### config.mk
export PLATFORM = sky130hd
export DESIGN_NAME = if_fetch_unit_flat
export DESIGN_NICKNAME = d
export VERILOG_FILES = /design/src/rtl/if_fetch_unit_pkg.sv /design/src/rtl/if_fetch_unit_if.sv /design/src/rtl/if_fetch_unit_output_reg.sv /design/src/rtl/if_fetch_unit.sv /design/src/flat_wrapper.sv
export SDC_FILE = /design/constraint.sdc
export NUM_CORES = 1
export LEC_CHECK = 0
export CORE_ASPECT_RATIO = 1.2
export CORE_MARGIN = 2
export CORE_UTILIZATION = 53
export CTS_BUF_LIST = sky130_fd_sc_hd__clkbuf_16
export CTS_CLUSTER_DIAMETER = 30
export DETAILED_ROUTE_END_ITERATION = 16
export PLACE_DENSITY = 0.81
export SYNTH_ARGS = -nofsm -noshare
export SYNTH_HDL_FRONTEND = slang
export SYNTH_SLANG_ARGS = --single-unit
### constraint.sdc
create_clock -name clk -period 7.8 [get_ports clk]
set_input_delay 1.56 -clock clk [delete_from_list [all_inputs] [get_ports clk]]
set_output_delay 1.56 -clock clk [all_outputs]
set_load 0.02 [all_outputs]
### src/rtl/if_fetch_unit_pkg.sv
// Shared configuration for the instruction-fetch stage: widths, state encodings
// and the sequential word increment.
package if_fetch_unit_pkg;

  localparam int ADDRESS_LEN = 32;
  localparam int INSTR_LEN   = 32;
  localparam int WORD_INCR   = 4;

  typedef enum logic [1:0] {
    IF_FETCH   = 2'd0,
    IF_HOLD    = 2'd1,
    IF_DISCARD = 2'd2
  } if_state_e;

  // Modulo add: the top word wraps back to address 0.
  function automatic logic [ADDRESS_LEN-1:0] next_word(input logic [ADDRESS_LEN-1:0] addr);
    return addr + ADDRESS_LEN'(WORD_INCR);
  endfunction

endpackage

### src/rtl/if_fetch_unit_if.sv
// Instruction-memory fetch bus between the IF stage (master) and the memory (slave).
interface if_fetch_unit_if;
  import if_fetch_unit_pkg::*;

  // Handshake: the master raises req with a stable addr and keeps both unchanged
  // until the slave answers with ready=1; rdata is valid only in that cycle and
  // ready is meaningless whenever req is low.
  logic                   req;
  logic [ADDRESS_LEN-1:0] addr;
  logic                   ready;
  logic [INSTR_LEN-1:0]   rdata;

  modport master (
    output req,
    output addr,
    input  ready,
    input  rdata
  );

  modport slave (
    input  req,
    input  addr,
    output ready,
    output rdata
  );

endinterface

### src/rtl/if_fetch_unit_output_reg.sv
// IF output register feeding the ID stage: {pc_out, instruction, instr_valid}.
// Priority is async reset, then flush (valid cleared, payload kept), then load.
module if_output_reg
  import if_fetch_unit_pkg::*;
(
  input  logic                   clk,
  input  logic                   rst,
  input  logic                   flush,
  input  logic                   load,
  input  logic [ADDRESS_LEN-1:0] load_pc,
  input  logic [INSTR_LEN-1:0]   load_instr,
  output logic [ADDRESS_LEN-1:0] pc_out,
  output logic [INSTR_LEN-1:0]   instruction,
  output logic                   instr_valid
);

  always_ff @(posedge clk or posedge rst) begin
    if (rst) begin
      pc_out      <= '0;
      instruction <= '0;
      instr_valid <= 1'b0;
    end else if (flush) begin
      instr_valid <= 1'b0;
    end else if (load) begin
      pc_out      <= load_pc;
      instruction <= load_instr;
      instr_valid <= 1'b1;
    end
  end

endmodule

### src/rtl/if_fetch_unit.sv
// Instruction-fetch stage: owns the PC, fetches over a req/ready bus, absorbs a
// freeze with a one-entry skid and redirects on branch_taken.
module if_fetch_unit
  import if_fetch_unit_pkg::*;
#(
  parameter logic [ADDRESS_LEN-1:0] RESET_PC = '0
) (
  input  logic                   clk,
  input  logic                   rst,
  input  logic                   freeze,
  input  logic                   branch_taken,
  input  logic [ADDRESS_LEN-1:0] branch_addr,
  if_fetch_unit_if.master        imem,
  output logic [ADDRESS_LEN-1:0] pc_out,
  output logic [INSTR_LEN-1:0]   instruction,
  output logic                   instr_valid,
  output if_state_e              fsm_state
);

  if_state_e              state, state_next;
  logic [ADDRESS_LEN-1:0] pc, pc_next;
  logic [ADDRESS_LEN-1:0] skid_pc, skid_pc_next;
  logic [INSTR_LEN-1:0]   skid_instr, skid_instr_next;
  logic [ADDRESS_LEN-1:0] redirect_pc, redirect_pc_next;

  logic                   out_flush;
  logic                   out_load;
  logic [ADDRESS_LEN-1:0] out_pc;
  logic [INSTR_LEN-1:0]   out_instr;

  always_ff @(posedge clk or posedge rst) begin
    if (rst) begin
      state       <= IF_FETCH;
      pc          <= RESET_PC;
      skid_pc     <= '0;
      skid_instr  <= '0;
      redirect_pc <= '0;
    end else begin
      state       <= state_next;
      pc          <= pc_next;
      skid_pc     <= skid_pc_next;
      skid_instr  <= skid_instr_next;
      redirect_pc <= redirect_pc_next;
    end
  end

  always_comb begin
    state_next       = state;
    pc_next          = pc;
    skid_pc_next     = skid_pc;
    skid_instr_next  = skid_instr;
    redirect_pc_next = redirect_pc;
    out_flush        = 1'b0;
    out_load         = 1'b0;
    out_pc           = next_word(pc);
    out_instr        = imem.rdata;

    if (branch_taken) begin
      // Redirect overrides freeze. The pc is only retargeted once no fetch is
      // outstanding, so imem.addr never moves under an unanswered request.
      out_flush       = 1'b1;
      skid_pc_next    = '0;
      skid_instr_next = '0;
      unique case (state)
        IF_FETCH: begin
          if (imem.ready) begin
            pc_next    = branch_addr;
            state_next = IF_FETCH;
          end else begin
            redirect_pc_next = branch_addr;
            state_next       = IF_DISCARD;
          end
        end
        IF_HOLD: begin
          pc_next    = branch_addr;
          state_next = IF_FETCH;
        end
        IF_DISCARD: begin
          redirect_pc_next = branch_addr;
          if (imem.ready) begin
            pc_next    = branch_addr;
            state_next = IF_FETCH;
          end
        end
        default: state_next = IF_FETCH;
      endcase
    end else begin
      unique case (state)
        IF_FETCH: begin
          if (imem.ready) begin
            pc_next = next_word(pc);
            if (freeze) begin
              skid_pc_next    = next_word(pc);
              skid_instr_next = imem.rdata;
              state_next      = IF_HOLD;
            end else begin
              out_load = 1'b1;
            end
          end else if (!freeze) begin
            out_flush = 1'b1;
          end
        end
        IF_HOLD: begin
          if (!freeze) begin
            out_load   = 1'b1;
            out_pc     = skid_pc;
            out_instr  = skid_instr;
            state_next = IF_FETCH;
          end
        end
        IF_DISCARD: begin
          if (imem.ready) begin
            pc_next    = redirect_pc;
            state_next = IF_FETCH;
          end
        end
        default: state_next = IF_FETCH;
      endcase
    end
  end

  // No request while the skid is occupied; the address is simply the PC.
  assign imem.req  = (state != IF_HOLD);
  assign imem.addr = pc;
  assign fsm_state = state;

  if_output_reg u_out_reg (
    .clk         (clk),
    .rst         (rst),
    .flush       (out_flush),
    .load        (out_load),
    .load_pc     (out_pc),
    .load_instr  (out_instr),
    .pc_out      (pc_out),
    .instruction (instruction),
    .instr_valid (instr_valid)
  );

endmodule

### src/flat_wrapper.sv
// flat-port wrapper written by rule: the top's interface ports become plain ports
module if_fetch_unit_flat import if_fetch_unit_pkg::*;
#(
  parameter logic [ADDRESS_LEN-1:0] RESET_PC = '0
)
  (clk, rst, freeze, branch_taken, branch_addr, pc_out, instruction, instr_valid, fsm_state, imem_req, imem_addr, imem_ready, imem_rdata);
  if_fetch_unit_if imem_i ();
  input  logic clk;
  input  logic rst;
  input  logic freeze;
  input  logic branch_taken;
  input  logic [ADDRESS_LEN-1:0] branch_addr;
  output logic [ADDRESS_LEN-1:0] pc_out;
  output logic [INSTR_LEN-1:0] instruction;
  output logic instr_valid;
  output if_state_e fsm_state;
  output wire logic [$bits(imem_i.req)-1:0] imem_req;
  output wire logic [$bits(imem_i.addr)-1:0] imem_addr;
  input wire logic [$bits(imem_i.ready)-1:0] imem_ready;
  input wire logic [$bits(imem_i.rdata)-1:0] imem_rdata;
  assign imem_req = imem_i.req;
  assign imem_addr = imem_i.addr;
  assign imem_i.ready = imem_ready;
  assign imem_i.rdata = imem_rdata;
  if_fetch_unit #(.RESET_PC(RESET_PC)) u_core (.clk(clk), .rst(rst), .freeze(freeze), .branch_taken(branch_taken), .branch_addr(branch_addr), .imem(imem_i), .pc_out(pc_out), .instruction(instruction), .instr_valid(instr_valid), .fsm_state(fsm_state));
endmodule
# Word level (Yosys, flattened, before mapping)
# Index checks and enable logic that the tools add are counted.
[totals]
ram_bits = 0
elab_cells = 69
input_bits = 69
reg_bits = 195
out_inout_bits = 100
romBits = 0
latchBits = 0
n_memories = 0
[op_classes]
div_mod_pow = 0
mux = 37
n_eq_ne = 10
n_bitwise = 1
shift = 0
reduce_logical = 12
n_lt_le_gt_ge = 0
n_mul = 0
add_sub_neg = 1
[ops]
columns = ["op", "count"]
rows = [
  ["$mux W32", 17],
  ["$pmux W32 S2", 3],
  ["$add A32 B3 Y32 const B", 1],
  ["$mux W2", 6],
  ["$ne A3 B3 Y1 const B", 4],
  ["$mux W1", 8],
  ["$reduce_bool A2 Y1", 4],
  ["$ne A3 B2 Y1 const B", 2],
  ["$pmux W2 S3", 1],
  ["$reduce_and A3 Y1", 2],
  ["$reduce_and A5 Y1", 1],
  ["$pmux W2 S2", 1],
  ["$reduce_and A2 Y1", 2],
  ["$reduce_bool A3 Y1", 1],
  ["$eq A2 B1 Y1 const B", 1],
  ["$eq A2 B2 Y1 const B", 1],
  ["$logic_not A2 Y1", 1],
  ["$ne A2 B1 Y1 const B", 1],
  ["$ne A2 B2 Y1 const B", 1],
  ["$pmux W1 S2", 1],
  ["$reduce_or A2 Y1", 1],
  ["$not A1 Y1", 1],
]

# Depth between registers and ports, before layout
# Gate-level depths: netlist of run 1.
[depth]
depth_word = 6
ltp_mapped = 9
depth_no_buf = 6

# Hierarchy
# A second synthesis of run 1 with hierarchy kept.
[hier_totals]
hier_cells = 906
area_unflattened_um2 = 9833.2
[by_module_without_submodules]
columns = ["mod", "seq_area_each_um2", "cells_each", "n_inst", "area_per_inst_um2"]
rows = [
  ["if_fetch_unit", 3253.1, 766, 1, 7095.6],
  ["if_output_reg", 1626.6, 140, 1, 2737.6],
]

# Worst setup path before layout of run 1
# OpenSTA, ideal clock, no wires.
[synth_timing]
path_type = "input-to-reg"
startpoint = "input port freeze"
endpoint = "register u_core.u_out_reg.pc_out[24]"
t_arrival_ps = 2892
n_path_buf = 2
setup_time_ps = 66
stages = 6
path_slack_ps = 4842
required_time_ps = 7734
path_cell_list = "or4_1 -> buf_2 -> buf_6 -> or3_1 -> mux2i_1 -> a221o_1"
[synth_via]
elab_chain_len = 6
elab_cells_between_ends = 12
cone_classes = "mux: 10; bitwise: 1; reduce/logical: 1"
[synth_lines]
columns = ["element", "line", "rtl"]
rows = [
  ["from (decl)", "flat_wrapper.sv:10", "input logic freeze;"],
  ["$mux W1", "if_fetch_unit.sv:92, if_fetch_unit.sv:99, if_fetch_unit.sv:104", ""],
  ["$mux W1", "if_fetch_unit.sv:90", "if (imem.ready) begin"],
  ["$mux W1", "if_fetch_unit.sv:88", "unique case (state)"],
  ["$mux W1", "if_fetch_unit.sv:58", "if (branch_taken) begin"],
  ["$not A1 Y1 (no source line)", "--", ""],
  ["$reduce_and A2 Y1 (no source line)", "--", ""],
  ["to (signal assigned)", "if_fetch_unit_output_reg.sv:25", "pc_out <= load_pc;"],
  ["to (decl)", "if_fetch_unit_output_reg.sv:12", "output logic [ADDRESS_LEN-1:0] pc_out,"],
]
# Several ways; a longest one is shown, not always the timed one.
# A chain may end at the register's enable or synchronous reset.

# Final worst setup path of run 1
[layout_timing]
startpoint = "input port imem_ready"
endpoint = "register u_core.skid_pc[8]"
[layout_via]
elab_chain_len = 2
[layout_lines]
columns = ["element", "line", "rtl"]
rows = [
  ["from (decl)", "flat_wrapper.sv:19", "input wire logic [$bits(imem_i.ready)-1:0] imem_ready;"],
  ["$reduce_bool A2 Y1 (no source line)", "--", ""],
  ["$reduce_and A2 Y1 (no source line)", "--", ""],
  ["to (signal assigned)", "if_fetch_unit.sv:41", "skid_pc <= skid_pc_next;"],
  ["to (decl)", "if_fetch_unit.sv:22", "logic [ADDRESS_LEN-1:0] skid_pc, skid_pc_next;"],
]
# Every way passes these cells.

==> results of run 1 <==
==> per-layer routing <==
metal,up-vias,global-route usage [%],share of wire [%]
li1,3386,-,-
met1,3621,38.4,45
met2,310,38.9,47
met3,28,3.40,6.6
met4,0,8.24,1.7
met5,-,0,0
==> layout make-up <==
cell class	instances	share of cell area, %
multi-input combinational	594	34.2
clock inverter	15	1.23
tap	216	2.36
sequential	195	42.6
timing repair buffer	181	15.5
clock buffer	17	3.71
inverter	11	0.426
==> worst max-delay path: stages <==
cell and delay [ps]:
clkdlybuf4s50_1 490, nor2b_1 370, nor2b_1 660, nand2_1 670, o21ai_0 440
==> where the power goes <==
group	switching, mW	internal (mW)	leakage, nW
Clock	0.385	0.469	0.279
Sequential	0.143	1.17	2.47
Combinational	0.400	0.371	2.11
==> cell usage in the layout, fill, tap and decap left out, drive strengths merged, types with 10 or more instances in the layout <==
master,count
a21oi,45
a221o,10
a22o,39
a22oi,14
and3,12
buf,14
clkbuf,17
clkdlybuf4s50,167
dfrtp,195
inv,16
mux2,32
mux2i,44
nand2,96
nand3,24
nor2,37
o21ai,98
xnor2,12
xor2,15
==> cell families (layout without fill, tap and decap cells) <==
logic type      Yosys count  count (layout)
compound gates          258             258
simple gates            232             232
flops                   195             195
buf+inv                  79             224
mux                      76              76
xor+xnor                 27              27
fa+ha+maj                 1               1
==> per-stage QoR <==
stage | area (um2) | instances
2_1_floorplan | 9080 | 868
3_3_place_gp | 10900 | 1197
3_5_place_dp | 10900 | 1197
4_1_cts | 11500 | 1229
5_1_grt | 11500 | 1229
6_report | 11500 | 1229
==> flip-flops by register name, summed over array words and instances, names as in the netlist <==
| name | flops |
|---|---|
| u_core.fsm_state | 2 |
| u_core.imem.addr | 32 |
| u_core.redirect_pc | 32 |
| u_core.skid_instr | 32 |
| u_core.skid_pc | 32 |
| u_core.u_out_reg.instr_valid | 1 |
| u_core.u_out_reg.instruction | 32 |
| u_core.u_out_reg.pc_out | 32 |
==> worst max path at each step <==
stage | from | end | slack (ps) | depth (start not counted)
after floorplan | rst | u_core.fsm_state[0] | 930 | 1
after global placement | branch_taken | u_core.redirect_pc[21] | 3640 | 5
after detailed placement | imem_ready | u_core.skid_pc[8] | 3580 | 5
after CTS | imem_ready | u_core.skid_pc[8] | 3940 | 5
after global routing | imem_ready | u_core.skid_pc[8] | 3750 | 5
final | imem_ready | u_core.skid_pc[8] | 3910 | 5
==> results.toml, run 1 <==
[run_status]
status = "finished clean"

[synthesis]
yosys.cell_count.top_type = "dfrtp_1"
post_synth_xor_area_fraction_pct = 2.60
yosysWarningCount = 0
synthCells = 868
sequential_cell_area_fraction_in_the_yosys_report_pct = 53.7
post_synth.cell_area_avg_um2 = 10.5
dominant_combinational_cell_family_by_area_after_synthesis = "compound AO/OA/AOI/OAI gates"
postSynthNetCount = 938
synth_top_cells_by_count = "dfrtp_1 (195), o21ai_0 (98), nand2_1 (96), a21oi_1 (45), mux2i_1 (44)"
synth.cell_area_um2 = 9080
async_flop_share_pct = 100
mux_cell_area_share_after_synthesis_pct = 8.82
post-synth-top-area-cell = "dfrtp_1"
synth_enable_flop_cells = 0
synth_top_flop_cell = "dfrtp_1"
post_synth_num_cell_types = 59
yosys-top-cells-area = "dfrtp_1 (54%), o21ai_0 (5.4%), mux2i_1 (4.8%)"
yosysTopAreaCellShare_pct = 53.7
synth_area_in_compound_gates_pct = 18.5
synth-simple-area-share_pct = 12.5
ys_seq_elements = 195
synth_fa_ha_area_share_pct = 0.138

[timing]
fmax_ghz = 0.257
finalHoldWorstSlack_ps = 475
number_of_hold_slack_violations_in_the_final_timing_report = 0
unrepaired_setup_endpoints_after_global_routing = "no"
final.setup.worst_slack_ps = 3910
maxSlewHeadroom_pct = 26.5
worst-slew-pin-transition_ps = 1100
min_period_over_period_pct = 49.9
timing.clock.skew_ps = 11.6
maxSlewViolCount = 0
finalCriticalPeriod_ps = 3890
setup_violations = 0
final.setup.tns_ps = 0

[layout]
register_area_um2 = 4880
fillers = 1301
nNetsFinal = 1070
post_route_cells_drive_above_1_share_pct = 8.39
layout-area-overhead-vs-synth_pct = 26.2
final_core_util_pct = 68.0
multiInputGateArea_um2 = 3920
diodes = 0

[routing]
detailedRoute.firstPassIterationCount = 5
detail_route.vias_per_cell = 5.98
vias = 7345
post_drt_wl_per_cell_um = 18.5
route.final.wire_length_um = 22700
final_antenna_net_count = 0
drcViolationCount = 0
detail_route.iter0.violations = 680

[floorplanning]
initial_core_util_pct = 53.9
core_area_um2 = 16900
die-height_um = 147
placement_rows = 52
chip_width_um = 124
ioPinCount = 169
fp.dieArea_um2 = 18200

[placed_design]
buffer_ports.inserted = 168
dp.final_hpwl_um = 14700
gpl.final_weighted_congestion = 0.824
pre_cts_slack_ps = 3580

[flow_run]
max_cap_violations = 0

[global_routing]
grt_start_max_net_pins = 135
groute.usage.overall_pct = 25.6
first_global_vias = 6997
antenna_found_initial = 0
gr-total-overflow = 0
grt_pass1_wl_um = 36700

[setup_path]
ff2ff_path_depth = 4
rr_endpoint = "u_core.skid_pc[8]"
critical_path_launch_point_type = "primary input"
reg2reg_setup_slack_ps = 5030
cp_data_required_time_ps = 8110
crit_path_max_fanout = 26
endpoint_kind = "flip-flop"
timing.rr.start = "u_core.fsm_state[0]"
timing.setup.critical_path_class = "primary input to flip-flop"
worst_ep_arrival_time_ps = 4210

[hold_path]
hold_depth = 1
hold_path.class = "flip-flop to flip-flop"
min_to = "u_core.u_out_reg.pc_out[8]"
hp-start = "u_core.u_out_reg.pc_out[8]"

[cts]
worst_setup_hold_path_clk_slew_ps = 70
cts-resized-gates = 0
clk_latency_ps = 430
cts_max_level = 4
cts.sink_count = 195
clock_tree.buffer_depth = 2
cts_post_setup_buffers_inserted = 0
clockRootBuffer = "clkbuf_16"
cts_buffers = 17
cts_tree = "built"
cts.hold.buffers_added = 0

[power]
power_density_nw_per_um2 = 257
ir_worst_vdd_mv = 0.162
p_leak_nw = 4.86
post-layout-total-power_mw = 2.94
(Power assumes the default switching activity.)
==> run 2: changes to the inputs <==
clock period = 3.9 ns   (was 7.8 ns; I/O delays follow)
==> results.toml, run 2 (synthesized netlist as in run 1, its figures left out) <==
[power]
pwr-share-seq_pct = 44.6
p_leak_nw = 4.92
power_switching_mw = 1.84
power_frac_clock_pct = 28.8
internal_power_mw = 4.03
power_density_nw_per_um2 = 507
ir_worst_vdd_mv = 0.339
power.switching_fraction_pct = 31.3
power.share.combinational_pct = 26.6

[flow_run]
max_cap_violations = 0

[global_routing]
grt_start_max_net_pins = 54
groute.usage.overall_pct = 26.1
gr-total-overflow = 0
first_global_vias = 7226
antenna_found_initial = 0
grt_pass1_wl_um = 37500

[cts]
cts-resized-gates = 0
clk_latency_ps = 430
cts.sink_count = 195
cts_max_level = 4
clock_tree.buffer_depth = 2
cts_post_setup_buffers_inserted = 0
cts.hold.buffers_added = 0
clockRootBuffer = "clkbuf_16"
cts_buffers = 17
cts_tree = "built"
worst_setup_hold_path_clk_slew_ps = 70

[floorplanning]
die-height_um = 147
core_area_um2 = 16900
placement_rows = 52
chip_width_um = 124
initial_core_util_pct = 53.9
ioPinCount = 169
fp.dieArea_um2 = 18200

[timing]
final.setup.tns_ps = 0
worst-slew-pin-transition_ps = 762
maxSlewHeadroom_pct = 49.1
maxSlewViolCount = 0
min_period_over_period_pct = 69.6
timing.clock.skew_ps = 11.8
setup_violations = 0
finalCriticalPeriod_ps = 2710
number_of_hold_slack_violations_in_the_final_timing_report = 0
unrepaired_setup_endpoints_after_global_routing = "no"
fmax_ghz = 0.368

[layout]
mostFrequentLayoutCell = "dfrtp_1"
final_area_um2 = 11600
most-common-layout-cells = "dfrtp_1 (195), clkdlybuf4s50_1 (167), o21ai_0 (98)"
nNetsFinal = 1080
layout-area-overhead-vs-synth_pct = 27.6
post_route_cells_drive_above_1_share_pct = 9.48
diodes = 0

[setup_path]
cp_data_required_time_ps = 3120
endpoint_kind = "output port"
critical_path_launch_point_type = "flip-flop"
start_point_of_the_critical_path = "u_core.fsm_state[0]"
worst_ep_arrival_time_ps = 1930
crit_path_max_fanout = 9
reg2reg_setup_slack_ps = 1300
timing.setup.critical_path_class = "flip-flop to output port"
timing.rr.start = "u_core.imem.addr[2]"

[routing]
detailedRoute.firstPassIterationCount = 5
vias = 7316
detail_route.vias_per_cell = 5.90
post_drt_wl_per_cell_um = 18.3
route.final.wire_length_um = 22700
final_antenna_net_count = 0
drcViolationCount = 0
detail_route.iter0.violations = 649

[placed_design]
gpl.final_weighted_congestion = 0.819
dp.final_hpwl_um = 15600
buffer_ports.inserted = 168
placed_area_um2 = 11000

[run_status]
status = "finished clean"

[hold_path]
hold_path.class = "flip-flop to flip-flop"
hp-start = "u_core.u_out_reg.pc_out[6]"
-- run 2: cell count changes in the layout (fill, tap and decap cells not counted), moves of 2 or more --
cell / previous run / this run
buf_4: 13 / 18
clkinvlp_4: 3 / 5
clkinv_2: 1 / 3
buf_12: 0 / 5
-- run 2: stage by stage --
step                      setup slack (ps)  hold slack, ps  instances  utilization (%)  power [mW]
after floorplan                        602             450        868                -        3.44
after global placement                 953             452       1207             65.4        4.17
after detailed placement               872             464       1207             65.4        4.22
after CTS                             1170             479       1239             68.8        5.90
after global routing                  1080             504       1239             68.8        6.16
final                                 1190             469       1239             68.8        5.87
-- run 2: routing by layer --
layer  global-route usage (%)  wire (um)
met5                        0          0
met3                     4.67       1520
met1                     38.2      10100
met2                     39.0      10500
met4                     9.38        574
-- run 2: path summary, 6_finish.rpt --
kind | endpoint | depth (start not counted)
setup / recovery | imem_req | 3
hold / removal | u_core.u_out_reg.pc_out[6] | 2
setup reg to reg | u_core.u_out_reg.pc_out[30] | 6
hold reg to reg | u_core.u_out_reg.pc_out[6] | 2
max in group asynchronous | u_core.u_out_reg.pc_out[6] | 3
min in group asynchronous | u_core.u_out_reg.instruction[1] | 2
-- run 2: area by class of cell --
class                      count  area (um2)
sequential                   195        4880
clock buffer                  17         425
tap                          216         270
fill                        1250        5260
clock inverter                15         143
timing repair buffer         191        1910
multi-input combinational    594        3910
inverter                      11        45.0
-- run 2: critical path: stages, from the launching register on --
cell and delay, ps:
dfrtp_1 520, nor2b_1 290, inv_1 150, clkdlybuf4s50_1 560
-- run 2: power groups by stage --
stage | clock [mW] | combinational (mW) | sequential (mW)
6_report | 1.69 | 1.56 | 2.62
5_1_grt | 1.80 | 1.69 | 2.66
4_1_cts | 1.71 | 1.57 | 2.62
3_5_place_dp | 0 | 1.57 | 2.65
3_3_place_gp | 0 | 1.53 | 2.64
2_1_floorplan | 0 | 0.573 | 2.86
